**src/rtl/ps2_cmd_ctrl.sv**
```systemverilog
// Command sequencer for one ps2_host channel: sends 1-2 byte commands, waits for the
// device 0xFA, retries on 0xFE/error/timeout, and buffers all other received bytes in a FIFO.
module ps2_cmd_ctrl #(
    parameter int unsigned CLK_FREQ       = 100,
    parameter int unsigned ACK_TIMEOUT_US = 20000,
    parameter int unsigned MAX_RETRY      = 3,
    parameter int unsigned FIFO_AW        = 4
) (
    input  logic       clk,
    input  logic       rst,
    input  logic       cmd_valid,
    output logic       cmd_ready,
    input  logic [7:0] cmd_byte,
    input  logic       cmd_arg_en,
    input  logic [7:0] cmd_arg,
    output logic       cmd_done,
    output logic       cmd_fail,
    input  logic       rx_enable,
    input  logic       fifo_rd,
    output logic [7:0] fifo_dout,
    output logic       fifo_empty,
    output logic       fifo_ovf,
    input  logic       ovf_clr,
    output logic [7:0] rx_err_cnt,
    output logic       h_tx_en,
    output logic [7:0] h_tx_data,
    output logic       h_rx_en,
    input  logic       h_tx_busy,
    input  logic       h_tx_ack,
    input  logic       h_tx_err,
    input  logic       h_rx_ack,
    input  logic       h_rx_err,
    input  logic [7:0] h_rx_data
);
    localparam int unsigned TO_CYC = CLK_FREQ * ACK_TIMEOUT_US;
    localparam int unsigned TW     = $clog2(TO_CYC + 1);
    localparam int unsigned RW     = (MAX_RETRY > 0) ? $clog2(MAX_RETRY + 1) : 1;
    localparam int unsigned DEPTH  = 1 << FIFO_AW;

    localparam logic [7:0] ACK_BYTE    = 8'hFA;
    localparam logic [7:0] RESEND_BYTE = 8'hFE;

    localparam logic [2:0] S_IDLE     = 3'd0;
    localparam logic [2:0] S_SEND     = 3'd1;
    localparam logic [2:0] S_WAIT_TX  = 3'd2;
    localparam logic [2:0] S_WAIT_ACK = 3'd3;
    localparam logic [2:0] S_RETRY    = 3'd4;

    logic [2:0]    state_q, state_d;
    logic [7:0]    cmd_q, arg_q;
    logic          arg_en_q;
    logic          idx_q, idx_d;
    logic [RW-1:0] retry_q, retry_d;
    logic [TW-1:0] timer_q, timer_d;
    logic          done_d, fail_d;
    logic          push;
    logic          timeout;

    assign timeout   = (timer_q == TW'(TO_CYC - 1));
    assign cmd_ready = (state_q == S_IDLE);
    assign h_tx_en   = (state_q == S_SEND);
    assign h_tx_data = idx_q ? arg_q : cmd_q;
    assign h_rx_en   = rx_enable;

    always_comb begin
        state_d = state_q;
        idx_d   = idx_q;
        retry_d = retry_q;
        done_d  = 1'b0;
        fail_d  = 1'b0;
        // ACK/RESEND replies are consumed only while a reply is awaited
        push    = h_rx_ack;
        case (state_q)
            S_IDLE: begin
                if (cmd_valid) begin
                    state_d = S_SEND;
                    idx_d   = 1'b0;
                    retry_d = '0;
                end
            end
            S_SEND: begin
                if (h_tx_busy) state_d = S_WAIT_TX;
            end
            S_WAIT_TX: begin
                if (h_tx_ack)      state_d = S_WAIT_ACK;
                else if (h_tx_err) state_d = S_RETRY;
            end
            S_WAIT_ACK: begin
                if (h_rx_ack && h_rx_data == ACK_BYTE) begin
                    push = 1'b0;
                    if (idx_q == arg_en_q) begin
                        state_d = S_IDLE;
                        done_d  = 1'b1;
                    end else begin
                        idx_d   = 1'b1;
                        retry_d = '0;
                        state_d = S_SEND;
                    end
                end else if (h_rx_ack && h_rx_data == RESEND_BYTE) begin
                    push    = 1'b0;
                    state_d = S_RETRY;
                end else if (h_rx_err || timeout) begin
                    state_d = S_RETRY;
                end
            end
            S_RETRY: begin
                if (retry_q == RW'(MAX_RETRY)) begin
                    state_d = S_IDLE;
                    fail_d  = 1'b1;
                end else begin
                    retry_d = retry_q + 1'b1;
                    state_d = S_SEND;
                end
            end
            default: state_d = S_IDLE;
        endcase
        timer_d = (state_q == S_WAIT_ACK && state_d == S_WAIT_ACK) ? timer_q + 1'b1 : '0;
    end

    always_ff @(posedge clk) begin
        if (rst) begin
            state_q  <= S_IDLE;
            cmd_q    <= 8'h00;
            arg_q    <= 8'h00;
            arg_en_q <= 1'b0;
            idx_q    <= 1'b0;
            retry_q  <= '0;
            timer_q  <= '0;
            cmd_done <= 1'b0;
            cmd_fail <= 1'b0;
        end else begin
            state_q  <= state_d;
            idx_q    <= idx_d;
            retry_q  <= retry_d;
            timer_q  <= timer_d;
            cmd_done <= done_d;
            cmd_fail <= fail_d;
            if (state_q == S_IDLE && cmd_valid) begin
                cmd_q    <= cmd_byte;
                arg_q    <= cmd_arg;
                arg_en_q <= cmd_arg_en;
            end
        end
    end

    // RX FIFO, first-word-fall-through
    logic [7:0]         mem [DEPTH];
    logic [FIFO_AW-1:0] wr_ptr, rd_ptr;
    logic [FIFO_AW:0]   count;
    logic               full, pop, wr;

    assign full       = (count == (FIFO_AW + 1)'(DEPTH));
    assign fifo_empty = (count == '0);
    assign pop        = fifo_rd && !fifo_empty;
    assign wr         = push && (!full || pop);
    assign fifo_dout  = fifo_empty ? 8'h00 : mem[rd_ptr];

    always_ff @(posedge clk) begin
        if (wr) mem[wr_ptr] <= h_rx_data;
    end

    always_ff @(posedge clk) begin
        if (rst) begin
            wr_ptr     <= '0;
            rd_ptr     <= '0;
            count      <= '0;
            fifo_ovf   <= 1'b0;
            rx_err_cnt <= 8'h00;
        end else begin
            if (wr)  wr_ptr <= wr_ptr + 1'b1;
            if (pop) rd_ptr <= rd_ptr + 1'b1;
            case ({wr, pop})
                2'b10:   count <= count + 1'b1;
                2'b01:   count <= count - 1'b1;
                default: count <= count;
            endcase
            if (push && full && !pop) fifo_ovf <= 1'b1;
            else if (ovf_clr)         fifo_ovf <= 1'b0;
            if (h_rx_err && rx_err_cnt != 8'hFF) rx_err_cnt <= rx_err_cnt + 1'b1;
        end
    end

endmodule

```
**config.mk**
```make
export PLATFORM = sky130hd
export DESIGN_NAME = ps2_cmd_ctrl
export DESIGN_NICKNAME = d
export VERILOG_FILES = /design/src/rtl/ps2_cmd_ctrl.sv
export SDC_FILE = /design/constraint.sdc
export NUM_CORES = 1
export LEC_CHECK = 0
export ABC_CLOCK_PERIOD_IN_PS = 2400
export CAP_MARGIN = 20
export CORE_MARGIN = 3
export CORE_UTILIZATION = 52
export CTS_BUF_LIST = sky130_fd_sc_hd__clkbuf_16
export DETAILED_ROUTE_END_ITERATION = 8
export PLACE_DENSITY = 0.75
export SYNTH_ARGS = -nofsm -noshare
export SYNTH_HDL_FRONTEND = slang
export SYNTH_SLANG_ARGS = --single-unit
```
**constraint.sdc**
```tcl
create_clock -name clk -period 2.4 [get_ports clk]
set_input_delay 0.24 -clock clk [delete_from_list [all_inputs] [get_ports clk]]
set_output_delay 0.24 -clock clk [all_outputs]
set_load 0.005 [all_outputs]
```
; Word level (Yosys, flattened, before mapping)
; Memories as Yosys holds them, arrays and structs flattened. A register that Yosys moved wholly into a read port is not among the register bits.
; Index checks and enable logic that the tools add are counted.
[op_classes]
addsub = 7
n_eq_ne = 18
muxes = 33
n_bitwise = 4
n_reduce_logical = 25
[op_table]
columns = op, n
row1 = $add 21x1->21 const B, 1
row2 = $eq 21x21->1 const B, 1
row3 = $mux 3, 7
row4 = $eq 8x8->1 const B, 2
row5 = $mux 8, 2
row6 = $pmux 3 s5, 1
row7 = $mux 1, 14
row8 = $pmux 5 s2, 1
row9 = $eq 3x2->1 const B, 3
row10 = $logic_and 1x1->1, 9
row11 = $add 4x1->4 const B, 2
row12 = $add 8x1->8 const B, 1
row13 = $mux 2, 4
row14 = $mux 4, 2
row15 = $ne 2x2->1 const B, 4
row16 = $ne 8x8->1 const B, 1
row17 = $pmux 2 s3, 1
row18 = $reduce_bool 2->1, 3
row19 = $add 5x1->5 const B, 1
row20 = $eq 5x5->1 const B, 1
row21 = $logic_not 5->1, 1
row22 = $reduce_and 5->1, 1
row23 = $sub 5x1->5 const B, 1
row24 = $eq 2x2->1 const B, 2
row25 = 14 further kinds, 21
[word_totals]
ff_bits = 68
mem_bits_rw = 128
inputBits = 36
output_inout_bits = 31
word_cells = 102
mem_count = 1
[memory_table]
columns = memory, words, word_bits, rd, rd_ports_with_merged_regs, wr, line_no
row1 = mem, 16, 8, 1, 1, 1, 147  ; logic [7:0] mem [DEPTH];

; Logic depth before layout (Yosys ltp)
[logic_depth]
depth_word = 10
ltp_mapped = 11
ltp_nobuf = 10

; Least setup slack after synthesis
; Ideal clock, no wire load.
[synth_timing]
kind = reg-to-reg
start = register state_q[1]
end = register count[4]
setup_time_ns = 0.123
arrival_ns = 2.337
required_time_ns = 2.277
path_slack_ns = -0.060
stages_incl_launch_ff = 12
period_less_slack_ns = 2.460
cell_sequence = dfxtp_1 > clkbuf_2 > nand3b_2 > o31ai_1 > nand2_1 > inv_1 > ha_1 > nor2b_1 > o21ai_0 > a21oi_1 > a2bb2oi_1 > mux2_1
[synth_via]
elab_chain_len = 5
[synth_rtl]
columns = element, line_no
row1 = start: declaration, 49  ; logic [2:0] state_q, state_d;
row2 = start signal: assignment, 132  ; state_q <= state_d;
row3 = $eq 3x2->1 *, 73  ; case (state_q)
row4 = $mux 1 *, 73
row5 = $logic_and 1x1->1 *, 155  ; assign wr = push && (!full || pop);
row6 = $eq 2x1->1 or $eq 2x2->1 (tied branches), 172  ; case ({wr, pop})
row7 = $pmux 5 s2 or $reduce_bool 2->1 (tied branches), -
row8 = end signal: assignment, 173  ; 2'b10: count <= count + 1'b1;
row9 = end signal: assignment, 174  ; 2'b01: count <= count - 1'b1;
row10 = end signal: assignment, 175  ; default: count <= count;
row11 = end: declaration, 149  ; logic [FIFO_AW:0] count;
; Every way passes the cells marked *; elsewhere a longest branch is shown, timed or not.
; A chain may end at the register's enable or synchronous reset.

==> flow_summary.ini <==
[outcome]
status = finished, violations left
violations = negative setup slack

[yosys]
synth_flop_cell = edfxtp_1
synth_mux_area_share_pct = 13.0
ys_ff_latch = 200
synthAdderAreaFrac_pct = 1.91
synthArstFlopShare_pct = 0
yosys-top-cells-area = edfxtp_1 47%, dfxtp_1 17%, mux4_2 11%
netlist_top_cells_count = 128 x edfxtp_1, 73 x nor2_1, 72 x dfxtp_1
netlist_instances = 596
synth-edff-count = 128
yosysUniqueCellTypes = 53
syn_area_um2 = 8250
synth_most_common_cell = edfxtp_1
ys_warn_count = 0
ys_seq_area_share_pct = 64.1
syn_nets = 644
synth_top_area_share_pct = 46.6
synth-compound-area-share_pct = 3.37
yosys.area.top_type = edfxtp_1
synth_area_per_cell_um2 = 13.8
synth_xor_xnor_area_share_pct = 3.72
yosys.area_share.simple_pct = 11.9
synth_top_family_by_area = multiplexers

[clock_tree]
clock_sinks = 200
insertion_delay_ns = 0.43
clock-root-buffer = clkbuf_16
cts_buffers = 17
clkTransAtPathRegs_ns = 0.07
cts_max_level = 4
cts_tree = built
cts_buffer_depth = 2

[setup_path]
crit_required_ns = 2.16
reg2reg_depth = 10
path_class = flip-flop to output port
critPathMaxFanout = 4
cp.depth = 7
cpMaxStageDelayCell = mux4_2
endpoint_kind = output port
crit_arrival_ns = 2.40
critical-path-top-delay-family = multiplexers
critPathLaunchType = flip-flop
crit_buf_inv = 4
crit_chain = buf_4, buf_16, buf_4, mux4_2, mux4_2, nor2b_4, buf_2
slowest_delay_ns = 0.49

[layout]
drive_gt1_share_pct = 23.3
nFillCells = 1101
final-seq-area_um2 = 5290
stdcell_count = 944
num_antenna_cells = 0
multi_input_area_um2 = 2890
nets = 768
area_delta_synth_final_pct = 25.1

[global_route]
grt_pass1_vias = 5462
grt_max_degree = 50
antenna_found_initial = 0
grt_pass1_wl_mm = 28.9
grt_overflow = 0
grt_use_total_pct = 21.6

[power]
power_w = 0.00917
p_leak_nw = 3.63
peakVddDrop_mv = 0.520
power_density_nw_per_um2 = 888

[floorplan]
die_height_um = 132
core_um2 = 15400
dieWidth_um = 132
num_rows = 45
dieArea_um2 = 17400
initial_utilization_pct = 53.6
num_io_pins = 67

[place]
place_inst = 900
hpwl_mm = 11.8
portBuffers = 64
globalplace.congestion = 0.834

[routing]
top_layer = met4
vias = 5301
drtAntennaViolNets = 0
drtPass1Iterations = 5
wirelength_mm = 18.0
drc = 0
wl_per_cell_um = 19.1
wl_met2_mm = 9.25
first_iter_violations = 379
wl_met3_um = 991
drt-met1-wl_mm = 7.40
post_drt_via_cell_ratio = 5.62

[timing]
slew_violations = 0
whs_ns = 0.116
clock_skew_ns = 0.0108
fin_ws_ns = -0.236
slew_headroom_pct = 57.2
worstMarginPinSlew_ns = 0.637
max_freq_mhz = 379
grt_setup_unrepaired = yes
min_period_ns = 2.64
finalHoldViolCount = 0
fin_crit_sh_pct = 110
setup_viol = 8

[flow_run]
drv_cap = 0

[worst_hold_path]
hold_depth = 1
hold_class = input pin to flip-flop
-- cell usage in the layout (no fill, tap or decap), types with 17 or more instances in the layout --
cell / n
clkdlybuf4s50_1: 50
nand3_1: 20
a21oi_1: 28
buf_4: 55
nand2_1: 54
clkbuf_16: 17
nor2_1: 72
dfxtp_1: 69
edfxtp_1: 128
xor2_1: 19
mux4_2: 40
-- worst register-to-register path: cells and delay by family, from the launching register on --
kind	cells	cell delay [ns]
flip-flops	1	0.35
buffers and inverters	1	0.05
AND/OR/NAND/NOR	3	0.58
AO/OA/AOI/OAI	4	0.53
adder cells (fa/ha/maj)	1	0.28
multiplexers	1	0.33
-- layer usage --
layer / vias to the layer above / GRT usage, %
li1: 2451 / -
met1: 2653 / 27.6
met2: 170 / 36.5
met3: 27 / 4.73
met4: 0 / 7.76
met5: - / 0
-- flip-flops by register name (all words and copies together) (netlist names), 2 cells and up, named ones only --
register and flops:
timer_q 21, state_q 3, count 5, wr_ptr 4, arg_q 8, rd_ptr 4, retry_q 2, cmd_q 8
rx_err_cnt 8, mem 128
-- stage by stage --
step / area (um2) / util, % / setup slack, ns / TNS [ns]
after floorplan: 8270 / - / 0.00677 / 0
final: 10300 / 67.1 / -0.236 / -1.72
after CTS: 10300 / 67.0 / -0.284 / -2.07
after global placement: 9500 / 61.8 / -0.489 / -0.878
after global routing: 10300 / 67.1 / -0.309 / -2.32
after detailed placement: 9500 / 61.8 / -0.581 / -1.35
-- final timing paths --
path,startpoint,end,slack (ns)
setup / recovery,flip-flop,fifo_dout[1],-0.24
hold / removal,h_rx_data[0],mem[10][0]$_DFFE_PP_,0.12
setup reg to reg,count[3]$_SDFFE_PP0P_,count[4]$_SDFFE_PP0P_,0.16
hold reg to reg,arg_q[5]$_SDFFE_PP0P_,arg_q[5]$_SDFFE_PP0P_,0.45
-- area by class of cell --
class                   count  share of cell area (%)
clock inverters            15                    1.31
well taps                 211                    2.56
clock buffers              17                    4.12
repair buffers            131                    12.3
flip-flops and latches    200                    51.3
inverters                  13                   0.473
multi-input cells         357                    28.0
-- cell families (layout without fill, tap and decap cells) --
logic type / count (synthesis) / in the layout
AND/OR/NAND/NOR: 209 / 209
flip-flops: 200 / 200
multiplexers: 55 / 55
AO/OA/AOI/OAI: 46 / 46
buffers and inverters: 39 / 176
XOR/XNOR: 35 / 35
adder cells (fa/ha/maj): 12 / 12
-- power breakdown --
group,internal [W],leakage (nW),switching [W]
Sequential,0.00380,1.74,0.000124
Combinational,0.00143,1.62,0.00109
Clock,0.00152,0.275,0.00120
Total,0.00675,3.63,0.00241
-- repair_timing --
item / CTS / global route
hold buffers: 0 / 0
pin swaps: 0 / 8
endpoints found under the setup margin: 10 / 10
buffers inserted: 8 / 1
gates resized for setup: 51 / 12
cloned: 4 / 0
(Power assumes the default switching activity.)
